$ cat config.mk
export PLATFORM = sky130hd
export DESIGN_NAME = uart_rx_cmd_decoder
export DESIGN_NICKNAME = d
export VERILOG_FILES = /design/src/rtl/uart_rx_cmd_decoder.sv
export SDC_FILE = /design/constraint.sdc
export NUM_CORES = 1
export LEC_CHECK = 0
export CAP_MARGIN = 0
export CELL_PAD_IN_SITES_DETAIL_PLACEMENT = 0
export CELL_PAD_IN_SITES_GLOBAL_PLACEMENT = 1
export CORE_MARGIN = 2
export CORE_UTILIZATION = 46
export CTS_CLUSTER_DIAMETER = 200
export DETAILED_ROUTE_END_ITERATION = 10
export DONT_BUFFER_PORTS = 1
export PLACE_DENSITY_LB_ADDON = 0.25
export SETUP_SLACK_MARGIN = 0.15
export SLEW_MARGIN = 25
export SYNTH_ARGS = -nofsm -noshare
export SYNTH_HDL_FRONTEND = slang
export SYNTH_SLANG_ARGS = --single-unit
$ cat constraint.sdc
create_clock -name clk -period 1.85 [get_ports clk]
set_input_delay 0.2775 -clock clk [delete_from_list [all_inputs] [get_ports clk]]
set_output_delay 0.2775 -clock clk [all_outputs]
set_load 0.05 [all_outputs]
$ cat src/rtl/uart_rx_cmd_decoder.sv
// uart_rx_cmd_decoder: 8N1 UART receiver that turns each correctly framed
// byte into a raw byte/valid pulse and, for command bytes 0xAn / 0xBn, a
// 4-bit operand plus a one-cycle load strobe for register A or B.
//
// Output protocol: data_valid, frame_err, load_a and load_b are single-cycle
// pulses with no backpressure (there is no ready). The consumer must take
// data_out / nibble in the cycle the pulse is high. data_out and nibble hold
// their value between pulses.
module uart_rx_cmd_decoder #(
    parameter int CLKS_PER_BIT = 16
) (
    input  logic       clk,
    input  logic       reset,
    input  logic       rx,
    output logic [7:0] data_out,
    output logic       data_valid,
    output logic       frame_err,
    output logic [3:0] nibble,
    output logic       load_a,
    output logic       load_b,
    output logic       busy,
    output logic [1:0] state_dbg
);

    localparam int H  = CLKS_PER_BIT / 2;
    localparam int CW = $clog2(CLKS_PER_BIT);
    localparam logic [CW-1:0] CNT_HALF = CW'(H - 1);
    localparam logic [CW-1:0] CNT_LAST = CW'(CLKS_PER_BIT - 1);

    typedef enum logic [1:0] {
        IDLE  = 2'd0,
        START = 2'd1,
        DATA  = 2'd2,
        STOP  = 2'd3
    } state_t;

    state_t        state_q;
    logic [CW-1:0] cnt_q;
    logic [2:0]    idx_q;
    logic [7:0]    shift_q;

    logic rx_meta_q;
    logic rx_sync_q;
    logic rx_prev_q;

    logic [7:0] data_out_q;
    logic [3:0] nibble_q;
    logic       data_valid_q;
    logic       frame_err_q;
    logic       load_a_q;
    logic       load_b_q;

    // Start condition: a high-to-low transition on the synchronised line.
    // Because all three line registers reset to 0, a line held low through
    // reset must first rise before a fall can be seen.
    logic start_edge_d;
    assign start_edge_d = rx_prev_q & ~rx_sync_q;

    // Two-flop synchroniser plus one delayed copy for edge detection.
    always_ff @(posedge clk) begin
        if (reset) begin
            rx_meta_q <= 1'b0;
            rx_sync_q <= 1'b0;
            rx_prev_q <= 1'b0;
        end else begin
            rx_meta_q <= rx;
            rx_sync_q <= rx_meta_q;
            rx_prev_q <= rx_sync_q;
        end
    end

    // Receive FSM: bit timing, deserialisation, framing check and decode,
    // with all status outputs registered here.
    always_ff @(posedge clk) begin
        if (reset) begin
            state_q      <= IDLE;
            cnt_q        <= '0;
            idx_q        <= '0;
            shift_q      <= '0;
            data_out_q   <= '0;
            nibble_q     <= '0;
            data_valid_q <= 1'b0;
            frame_err_q  <= 1'b0;
            load_a_q     <= 1'b0;
            load_b_q     <= 1'b0;
        end else begin
            data_valid_q <= 1'b0;
            frame_err_q  <= 1'b0;
            load_a_q     <= 1'b0;
            load_b_q     <= 1'b0;
            case (state_q)
                IDLE: begin
                    if (start_edge_d) begin
                        state_q <= START;
                        cnt_q   <= '0;
                    end
                end
                START: begin
                    if (cnt_q == CNT_HALF) begin
                        cnt_q <= '0;
                        idx_q <= '0;
                        // A line already back high at mid start bit is a glitch.
                        state_q <= rx_sync_q ? IDLE : DATA;
                    end else begin
                        cnt_q <= cnt_q + 1'b1;
                    end
                end
                DATA: begin
                    if (cnt_q == CNT_LAST) begin
                        cnt_q          <= '0;
                        shift_q[idx_q] <= rx_sync_q;
                        if (idx_q == 3'd7) begin
                            state_q <= STOP;
                        end else begin
                            idx_q <= idx_q + 1'b1;
                        end
                    end else begin
                        cnt_q <= cnt_q + 1'b1;
                    end
                end
                STOP: begin
                    if (cnt_q == CNT_LAST) begin
                        cnt_q   <= '0;
                        state_q <= IDLE;
                        if (rx_sync_q) begin
                            data_out_q   <= shift_q;
                            data_valid_q <= 1'b1;
                            if (shift_q[7:4] == 4'hA) begin
                                nibble_q <= shift_q[3:0];
                                load_a_q <= 1'b1;
                            end else if (shift_q[7:4] == 4'hB) begin
                                nibble_q <= shift_q[3:0];
                                load_b_q <= 1'b1;
                            end
                        end else begin
                            frame_err_q <= 1'b1;
                        end
                    end else begin
                        cnt_q <= cnt_q + 1'b1;
                    end
                end
                default: begin
                    state_q <= IDLE;
                    cnt_q   <= '0;
                end
            endcase
        end
    end

    assign data_out   = data_out_q;
    assign nibble     = nibble_q;
    assign data_valid = data_valid_q;
    assign frame_err  = frame_err_q;
    assign load_a     = load_a_q;
    assign load_b     = load_b_q;
    assign busy       = (state_q != IDLE);
    assign state_dbg  = state_q;

endmodule

## Word level (Yosys, flattened, before mapping)

Cells that the tools add are included.

- Flip-flop bits (word level): 36
- Latch bits: 0
- Memory bits (writable): 0
- ROM bits: 0
- Input bits: 3
- Output and inout port bits: 19
- Word-level logic and storage cells: 73
- Memories: 0

- $add $sub $neg: 2
- Multipliers: 0
- Divide/modulo/power cells: 0
- $lt $le $gt $ge: 2
- Equality and inequality tests: 14
- Shift operators: 0
- Muxes and demuxes: 24
- Bitwise gates (word level): 4
- Reduce and logical (&&, ||, !) cells: 14

Operators with widths:

| kind | count |
|---|---|
| $mux W4 | 5 |
| $eq A4 B4 Y1 const B | 3 |
| $mux W2 | 6 |
| $ne A2 B2 Y1 const B | 6 |
| $pmux W4 S3 | 1 |
| $mux W3 | 3 |
| $bwmux W8 | 1 |
| $pmux W2 S4 | 1 |
| $reduce_and A4 Y1 | 2 |
| $pmux W3 S2 | 1 |
| $reduce_bool A2 Y1 | 3 |
| $mux W1 | 5 |
| $reduce_and A5 Y1 | 1 |
| $reduce_or A5 Y1 | 1 |
| $add A4 B1 Y4 const B | 1 |
| $eq A2 B2 Y1 const B | 2 |
| $eq A4 B3 Y1 const B | 1 |
| $lt A3 B4 Y1 const B | 1 |
| $reduce_or A4 Y1 | 1 |
| $add A3 B1 Y3 const B | 1 |
| $demux W1 S3 | 1 |
| $eq A3 B3 Y1 const B | 1 |
| $ge A3 B1 Y1 const B | 1 |
| $not A1 Y1 | 3 |
| 8 further kinds | 8 |

## Logic depth before layout (Yosys ltp)

Gate-level depths: netlist (run 1).

- Depth after elaboration: 5
- Mapped depth: 6
- Depth with buffers taken out: 6

## Worst setup path after synthesis (run 1)

OpenSTA, ideal clock, no wires.

- Path kind: register -> register
- Start: register with a tool-made name
- End: register cnt_q[3]
- Setup time: 0.132 ns
- Data arrival time: 1.741 ns
- Slack: -0.023 ns
- Cell stages (with the launch flop): 7
- Path buffers: 1
- Path through: dfxtp_1 -> buf_2 -> nor2_1 -> inv_1 -> a21oi_2 -> a22oi_1 -> a21oi_1

RTL lines:

| element | line | RTL |
|---|---|---|
| to (signal assigned) | 105 | `cnt_q <= cnt_q + 1'b1;` |
| to (signal assigned) | 118 | `cnt_q <= cnt_q + 1'b1;` |
| to (signal assigned) | 139 | `cnt_q <= cnt_q + 1'b1;` |
| to (decl) | 38 | `logic [CW-1:0] cnt_q;` |

## Worst setup path in the final report (run 1)

- Start: register cnt_q[0]
- End: register data_out_q[1] (netlist: data_out[1])

- Cells in the longest elaborated chain, start to end: 2

Ends and longest elaborated chain:

| element | line | RTL |
|---|---|---|
| $eq A4 B4 Y1 | 122 | `if (cnt_q == CNT_LAST) begin` |
| $reduce_and A3 Y1 (no source line) | -- |  |
| to (signal assigned) | 126 | `data_out_q <= shift_q;` |
| to (decl) | 46 | `logic [7:0] data_out_q;` |

No other way between the ends.
A chain may end at the register's enable or synchronous reset.

==> flow_metrics.env, run 1 <==
export IMPL_outcome="finished clean"
export IMPL_hold_class="input port to register"
export IMPL_vdd_ir_drop_max_mv=0.480
export IMPL_place_inst=210
export IMPL_slowest_stage="or3_4"
export IMPL_fp_dieH_microns=61.9
export IMPL_first_pass_iters=4
export IMPL_areaGrowthSynthToFinish_pct=12.8
export IMPL_ys_ff_latch=36
export IMPL_ant_nets=0
export IMPL_ys_flop_type="dfxtp_1"
export IMPL_n_antenna_cell=0
export IMPL_cap_violations=0
export IMPL_drtIter0Drc=53
export IMPL_cp_data_arrival_time_ns=1.84
export IMPL_worst_pin_slew_ns=0.521
export IMPL_path_clk_slew_ns=0.11
export IMPL_seq_area_frac_synth_pct=46.8
export IMPL_drt_wirelength_per_cell_microns=13.6
export IMPL_rsz0062_at_grt="no"
export IMPL_min_period_ns=1.60
export IMPL_cts_root_buf="clkbuf_4"
export IMPL_fmax_mhz=626
export IMPL_cp_required_ns=2.10
export IMPL_die_area_sq_um=3830
export IMPL_hold_viol=0
export IMPL_n_fill_cell=328
export IMPL_syn_area_sq_um=1540
export IMPL_maxSlewHeadroom_pct=65.2
export IMPL_drc=0
export IMPL_final_cell_mix="32 x dfxtp_1, 23 x nor2_1, 19 x nand2_1"
export IMPL_ys_warnings_count=0
export IMPL_rows=21
export IMPL_mostFrequentLayoutCell="dfxtp_1"
export IMPL_cts_buffers_inserted=5
export IMPL_start_util_pct=46.9
export IMPL_io_pin_count=22
export IMPL_critPathKind="register to register"
export IMPL_placed_area_sq_um=1610
export IMPL_grt_pass1_vias=1007
export IMPL_port_buffers=0
export IMPL_layout_nets=181
export IMPL_synth_cell_type_count=41
export IMPL_core_sq_um=3280
export IMPL_synth_edf_count=0
export IMPL_drv_slew=0
export IMPL_power_total_mw=1.28
export IMPL_place_gp_congestion=0.799
export IMPL_finalSetupViolCount=0
export IMPL_grtUsageTotal_pct=18.0
export IMPL_dpl_hpwl_mm=2.03
export IMPL_insertion_delay_ns=0.34
export IMPL_wirelength_mm=3.02
export IMPL_clockBufferDepth=2
export IMPL_fin_skew_ns=0.00833
export IMPL_critPathMaxStageDelay_ns=0.43
export IMPL_path_max_fanout=7
export IMPL_postSynth_asyncResetShare_pct=0
export IMPL_die_width_microns=61.9
export IMPL_grt_max_degree=35
export IMPL_grt_ovfl_total=0
export IMPL_drive_gt1_share_pct=19.3
export IMPL_critPathLaunchType="register"
export IMPL_leakage_nw=0.607
export IMPL_vias_per_cell=5.29
export IMPL_vias=1174
export IMPL_clock_sinks=36
export IMPL_tns_ns=0
export IMPL_htree_levels=2
export IMPL_grt_antenna_before_repair=0
export IMPL_syn_avg_cell_area_sq_um=9.29
export IMPL_cts_tree="built"
export IMPL_final_area_sq_um=1740
export IMPL_worstSetupEndpointType="register"
export IMPL_syn_num_nets=172
export IMPL_finalNonFillerCells=222
export IMPL_grt_pass1_wl_mm=4.90
export IMPL_netlist_instances=166
export IMPL_fin_crit_sh_pct=86.4
export IMPL_path_delay_family="simple AND/OR/NAND/NOR gates"
export IMPL_cp_buffers_inverters=1
export IMPL_worstPathCellList="ha_2 -> nand2_2 -> or3_4 -> buf_4 -> nand2_1 -> a21oi_1"
export IMPL_powerDensity_nw_per_um2=738
metal layers:
layer	GRT usage [%]	part of all wire (%)	up-vias
met5	0	0	-
met1	23.5	48	551
met4	6.38	1.6	0
met2	26.5	46	21
li1	-	-	596
met3	7.66	4.2	6
stage by stage:
step	setup WS (ns)	utilization (%)	hold WS (ns)
after floorplan	0.214	-	0.406
after global placement	0.196	49.0	0.347
after detailed placement	0.142	49.0	0.351
after CTS	0.173	52.2	0.00285
after global routing	0.148	53.0	0.0473
final	0.251	53.0	0.0748
Yosys cell counts (2+ instances only):
library cell / instances / area share, %
nor2_1: 24 / 5.8
nand4_1: 2 / 0.81
and2_1: 2 / 0.81
nand2_1: 19 / 4.6
nor2b_1: 3 / 1.2
dfxtp_1: 36 / 47
ha_1: 3 / 2.4
inv_1: 2 / 0.49
a22oi_1: 3 / 1.5
nand2b_1: 3 / 1.2
nand3_1: 3 / 0.97
o21ai_0: 3 / 0.97
nor4_1: 2 / 0.81
nor3_1: 2 / 0.65
mux2i_1: 14 / 9.1
a21oi_1: 12 / 3.9
buf_2: 4 / 1.3
a31oi_1: 2 / 0.81
nand3b_1: 2 / 0.97
clkbuf_1: 4 / 0.97
state kept, by name, indices dropped and copies added, names as in the netlist, named ones only:
signal / count
nibble: 4
rx_meta_q: 1
frame_err: 1
cnt_q: 4
data_valid: 1
state_dbg: 1
shift_q: 8
load_b: 1
data_out: 8
load_a: 1
idx_q: 3
rx_prev_q: 1
rx_sync_q: 1
power by group:
part | leakage [nW] | switching (mW) | internal (mW)
Combinational | 0.283 | 0.0301 | 0.0173
Clock | 0.0315 | 0.268 | 0.186
Sequential | 0.292 | 0.00393 | 0.779
what timing repair did:
action	CTS	global route
setup endpoints to repair	8	11
hold buffers	2	1
gates resized for setup	2	5
pin swaps	1	1
endpoints found under the hold margin	34	1
setup buffers	1	0
logic make-up after synthesis:
logic type                 after synthesis  synth area share, %
adders and majority gates                3                 2.44
AOI/OAI and AO/OA                       25                 10.5
buffers and inverters                   12                 3.73
muxes                                   14                 9.09
DFF                                     36                 46.8
and+or+nand+nor                         76                 27.5
worst paths after layout:
kind	endpoint	startpoint	cells after the start	slack (ns)
worst max-delay path	data_out[1]	cnt_q[0]	6	0.25
worst min-delay path	rx_meta_q	rx	1	0.07
worst max register to register	data_out[1]	cnt_q[0]	6	0.25
worst min register to register	rx_sync_q	rx_meta_q	1	0.45
final cells by class:
class | instances | area, sq um | area share [%]
Sequential cell | 36 | 726 | 41.7
Timing Repair Buffer | 11 | 104 | 5.97
Inverter | 3 | 11.3 | 0.647
Clock buffer | 7 | 55.1 | 3.17
Tap cell | 46 | 57.6 | 3.31
Multi-Input combinational cell | 118 | 778 | 44.7
Clock inverter | 1 | 7.51 | 0.432
(Power assumes the default switching activity.)
==> inputs of run 2 (changes only) <==
ABC_AREA = 1   (was default)
CORE_UTILIZATION = 44   (was 46)
==> flow_metrics.env, run 2 <==
export IMPL_yosys_area_top_type="dfxtp_1"
export IMPL_start_util_pct=46.5
export IMPL_syn_num_nets=219
export IMPL_mostFrequentLayoutCell="nand2_1"
export IMPL_fmax_mhz=629
export IMPL_critPathLaunchType="register"
export IMPL_syn_area_sq_um=1560
export IMPL_port_buffers=0
export IMPL_areaGrowthSynthToFinish_pct=9.77
export IMPL_dpl_hpwl_mm=2.33
export IMPL_postSynth_asyncResetShare_pct=0
export IMPL_hold_class="input port to register"
export IMPL_die_width_microns=63.6
export IMPL_cap_violations=0
export IMPL_fp_dieH_microns=63.6
export IMPL_critPathKind="register to primary output"
export IMPL_drtIter0Drc=103
export IMPL_core_sq_um=3360
export IMPL_worst_pin_slew_ns=0.778
export IMPL_leakage_nw=0.712
export IMPL_synth_most_common_cell="nand2_1"
export IMPL_worstPathCellList="buf_4 -> nor2_1 -> inv_2"
export IMPL_synth_top_cells_by_area="dfxtp_1 46%, nand2_1 10%, nor2_1 8.6%, a21oi_1 5.8%, nand3_1 5.8%"
export IMPL_cts_root_buf="clkbuf_4"
export IMPL_die_area_sq_um=4040
export IMPL_vias=1343
export IMPL_finalSetupViolCount=0
export IMPL_vdd_ir_drop_max_mv=0.439
export IMPL_maxSlewHeadroom_pct=47.9
export IMPL_ys_flop_type="dfxtp_1"
export IMPL_fin_util_pct=51.0
export IMPL_netlist_instances=213
export IMPL_outcome="finished clean"
export IMPL_hold_viol=0
export IMPL_slowest_stage="dfxtp_1"
export IMPL_synth_edf_count=0
export IMPL_rows=21
export IMPL_grt_ovfl_total=0
export IMPL_fin_crit_sh_pct=86.0
export IMPL_ant_nets=0
export IMPL_io_pin_count=22
export IMPL_n_fill_cell=376
export IMPL_drive_gt1_share_pct=11.8
export IMPL_powerDensity_nw_per_um2=1130
export IMPL_clock_sinks=36
export IMPL_dp_slack_ns=0.238
export IMPL_clockBufferDepth=2
export IMPL_drt_wirelength_per_cell_microns=11.8
export IMPL_syn_avg_cell_area_sq_um=7.34
export IMPL_synth_commonest_cells="42 x nand2_1, 36 x dfxtp_1, 36 x nor2_1, 19 x inv_1"
export IMPL_htree_levels=2
export IMPL_regArea_sq_um=722
export IMPL_synth_top_area_share_pct=46.1
export IMPL_worstSetupEndpointType="primary output"
export IMPL_path_max_fanout=4
export IMPL_rsz0062_at_grt="yes"
export IMPL_drv_slew=0
export IMPL_final_cell_mix="42 x nand2_1, 36 x nor2_1, 35 x dfxtp_1"
export IMPL_first_pass_iters=4
export IMPL_post_cts_buffers=0
export IMPL_path_clk_slew_ns=0.11
export IMPL_cp_data_arrival_time_ns=1.31
export IMPL_vias_per_cell=5.05
export IMPL_multi_input_area_sq_um=742
export IMPL_worst_slack_ns=0.259
export IMPL_critPathMaxStageDelay_ns=0.39
export IMPL_cp_required_ns=1.57
export IMPL_grt_pass1_wl_mm=5.35
export IMPL_ys_ff_latch=36
export IMPL_layout_nets=225
export IMPL_ys_warnings_count=0
export IMPL_grt_antenna_before_repair=0
export IMPL_wirelength_mm=3.15
export IMPL_grt_pass1_vias=1185
export IMPL_drc=0
export IMPL_cts_tree="built"
export IMPL_n_antenna_cell=0
export IMPL_seq_area_frac_synth_pct=46.1
export IMPL_fin_skew_ns=0.00694
export IMPL_insertion_delay_ns=0.34
export IMPL_min_period_ns=1.59
export IMPL_cts_buffers_inserted=5
export IMPL_grt_max_degree=19
export IMPL_grtUsageTotal_pct=17.0
export IMPL_tns_ns=0
export IMPL_synth_cell_type_count=23
export IMPL_place_gp_congestion=0.758
==> run 2: cell types whose count changed after synthesis, sizes merged, moves of 3 or more <==
cell / previous run / this run
nand2: 20 / 43
inv: 3 / 22
nor2: 24 / 41
nand3: 4 / 19
o21ai: 3 / 18
mux2i: 14 / 0
a21oi: 14 / 18
buf: 5 / 1
nor4: 4 / 0
a22oi: 3 / 0
and2: 3 / 0
nand2b: 3 / 0
nor2b: 3 / 0
==> run 2: worst max-delay path, delay by kind of cell, from the launching register on <==
family	cells	cell delay, ns
buffers and inverters	2	0.48
flip-flops	1	0.39
AND/OR/NAND/NOR	1	0.10
==> run 2: final timing paths <==
kind | slack [ns] | cells past startpoint | end | startpoint
max | 0.26 | 3 | busy | state_dbg[0]
min | 0.03 | 2 | rx_meta_q | rx
max reg2reg | 0.28 | 8 | data_out[1] | cnt_q[1]
min reg2reg | 0.42 | 2 | rx_sync_q | rx_meta_q
==> run 2: cell families after synthesis <==
family                   share of synthesized area [%]
AO/OA/AOI/OAI                                     11.5
buffers and inverters                             6.81
flip-flops                                        46.1
adder cells (fa/ha/maj)                           2.40
AND/OR/NAND/NOR                                   33.1
==> run 2: through the flow <==
step                      hold slack [ns]  instances  total power [mW]  cell area (sq um)
after global routing              0.00692        266              2.07               1720
final                              0.0261        266              1.94               1720
after global placement              0.349        257              1.39               1620
after CTS                          0.0128        266              1.95               1710
after floorplan                     0.384        213              1.30               1560
after detailed placement            0.353        257              1.40               1620
==> run 2: cell type report <==
class                   instances  area share, %
inverters                      22           4.96
repair buffers                  4           1.90
well taps                      46           3.36
clock inverters                 2           2.04
flip-flops and latches         36           42.1
multi-input cells             150           43.3
clock buffers                   6           2.41
==> run 2: layer usage <==
layer / vias up / wire length (microns) / GRT usage (%)
met2: 25 / 1420 / 26.6
met1: 614 / 1530 / 21.5
met5: - / 0 / 0
met4: 0 / 58 / 6.52
met3: 7 / 135 / 5.71
li1: 697 / - / -
==> run 2: report_power, final <==
part           internal (mW)  switching, mW  total [mW]
registers              0.828         0.0642       0.893
logic                  0.134          0.372       0.506
clock network          0.283          0.263       0.546
==> run 2: repair_timing <==
item | 4_1_cts | 5_1_grt
hold buffers | 1 | 0
resized for setup | 1 | 4
endpoints found under the setup margin | 1 | 9
hold endpoints to repair | 18 | 0
==> inputs of run 3 (changes only) <==
CORE_UTILIZATION = 31   (was 44)
==> flow_metrics.env, run 3 (synthesis results as in run 2) <==
export IMPL_outcome="finished clean"
export IMPL_port_buffers=0
export IMPL_final_area_sq_um=1780
export IMPL_n_antenna_cell=0
export IMPL_r2r_setup_slack_ns=0.28
export IMPL_areaGrowthSynthToFinish_pct=14.1
export IMPL_start_util_pct=32.7
export IMPL_io_pin_count=22
export IMPL_grt_ovfl_total=0
export IMPL_htree_levels=2
export IMPL_fp_dieH_microns=75
export IMPL_worst_pin_slew_ns=0.513
export IMPL_finalSetupViolCount=0
export IMPL_cp_data_arrival_time_ns=1.76
export IMPL_grt_pass1_wl_mm=5.69
export IMPL_placed_area_sq_um=1660
export IMPL_wirelength_mm=3.36
export IMPL_worstSetupEndpointType="register"
export IMPL_die_area_sq_um=5630
export IMPL_met3_length_microns=149
export IMPL_final_cell_mix="42 x nand2_1, 36 x nor2_1, 36 x dfxtp_1"
export IMPL_fin_skew_ns=0.00962
export IMPL_dpl_hpwl_mm=2.45
export IMPL_vdd_ir_drop_max_mv=0.582
export IMPL_r2r_end="data_out[3]"
export IMPL_cts_hold_buffers_added=0
export IMPL_path_max_fanout=10
export IMPL_grt_antenna_before_repair=0
export IMPL_rows=25
export IMPL_routed_top_layer="met4"
export IMPL_cts_buffers_inserted=5
export IMPL_grtUsageTotal_pct=13.7
export IMPL_holdWs_ns=0.0491
export IMPL_powerDensity_nw_per_um2=1170
export IMPL_hold_start="reset"
export IMPL_ant_nets=0
export IMPL_cts_root_buf="clkbuf_8"
export IMPL_drc=0
export IMPL_layout_nets=226
export IMPL_route_met2_wl_mm=1.48
export IMPL_worstRegToRegCells=8
export IMPL_finalNonFillerCells=288
export IMPL_insertion_delay_ns=0.29
export IMPL_vias=1310
export IMPL_fin_crit_sh_pct=85.1
export IMPL_cap_violations=0
export IMPL_first_pass_iters=4
export IMPL_critPathKind="register to register"
export IMPL_die_width_microns=75
export IMPL_leakage_nw=0.731
export IMPL_drv_slew=0
export IMPL_r2r_start="cnt_q[0]"
export IMPL_vias_per_cell=4.55
export IMPL_fmax_mhz=635
export IMPL_place_gp_congestion=0.740
export IMPL_critPathLaunchType="register"
export IMPL_min_period_ns=1.57
export IMPL_drtIter0Drc=68
export IMPL_drive_gt1_share_pct=11.3
export IMPL_hold_class="input port to register"
export IMPL_drt_wirelength_per_cell_microns=11.7
export IMPL_clock_sinks=36
export IMPL_core_sq_um=4790
export IMPL_cp_required_ns=2.04
export IMPL_mostFrequentLayoutCell="nand2_1"
export IMPL_n_fill_cell=527
export IMPL_clockBufferDepth=2
export IMPL_maxSlewHeadroom_pct=65.7
export IMPL_fin_util_pct=37.3
export IMPL_drt_met1_wl_mm=1.67
export IMPL_place_inst=280
export IMPL_rsz0062_at_grt="no"
export IMPL_path_clk_slew_ns=0.08
export IMPL_hold_viol=0
export IMPL_grt_pass1_vias=1200
export IMPL_cts_tree="built"
export IMPL_tns_ns=0
export IMPL_holdPathStages=1
export IMPL_holdPathEnd="shift_q[6]"
export IMPL_grt_max_degree=21
-- run 3: final cells by class --
type | instances | area, sq um | area share (%)
inverter | 22 | 85.1 | 4.77
clock buffer | 6 | 72.6 | 4.07
clock inverter | 2 | 35.0 | 1.96
sequential | 36 | 721 | 40.4
tap | 67 | 83.8 | 4.70
multi-input combinational | 150 | 748 | 42.0
timing repair buffer | 5 | 37.5 | 2.11
-- run 3: critical path: stages (launching register included) --
cell and delay [ns]:
dfxtp_1 0.43, ha_4 0.20, nand3_4 0.12, inv_2 0.12
nand2_4 0.11, nor2_8 0.18, inv_4 0.08, o21ai_0 0.18
nor2_1 0.05
-- run 3: power by group --
part | switching [mW] | internal, mW
Combinational | 0.363 | 0.149
Sequential | 0.0771 | 0.826
Clock | 0.279 | 0.400
Total | 0.719 | 1.38
-- run 3: worst max path at each step --
stage                   from           to  cells after the start
global placement    cnt_q[0]  data_out[2]                      8
floorplan           register  data_out[1]                      8
detailed placement  cnt_q[0]  data_out[3]                      8
global route        cnt_q[0]  data_out[2]                      8
CTS                 cnt_q[0]  data_out[3]                      8
finish              cnt_q[0]  data_out[3]                      8
-- run 3: what timing repair did --
action	4_1_cts	5_1_grt
setup endpoints to repair	0	5
resized for setup	0	3
buffers inserted	0	0
-- run 3: per-layer routing --
layer / up-vias / global-route usage, %
met5: - / 0
met2: 19 / 20.9
met1: 585 / 17.0
met3: 6 / 4.42
met4: 0 / 7.74
li1: 700 / -
-- run 3: through the flow --
step,worst slack (ns),power (mW)
2_1_floorplan,0.217,1.30
3_3_place_gp,0.205,1.44
3_5_place_dp,0.200,1.43
4_1_cts,0.190,2.11
5_1_grt,0.164,2.24
6_report,0.276,2.09
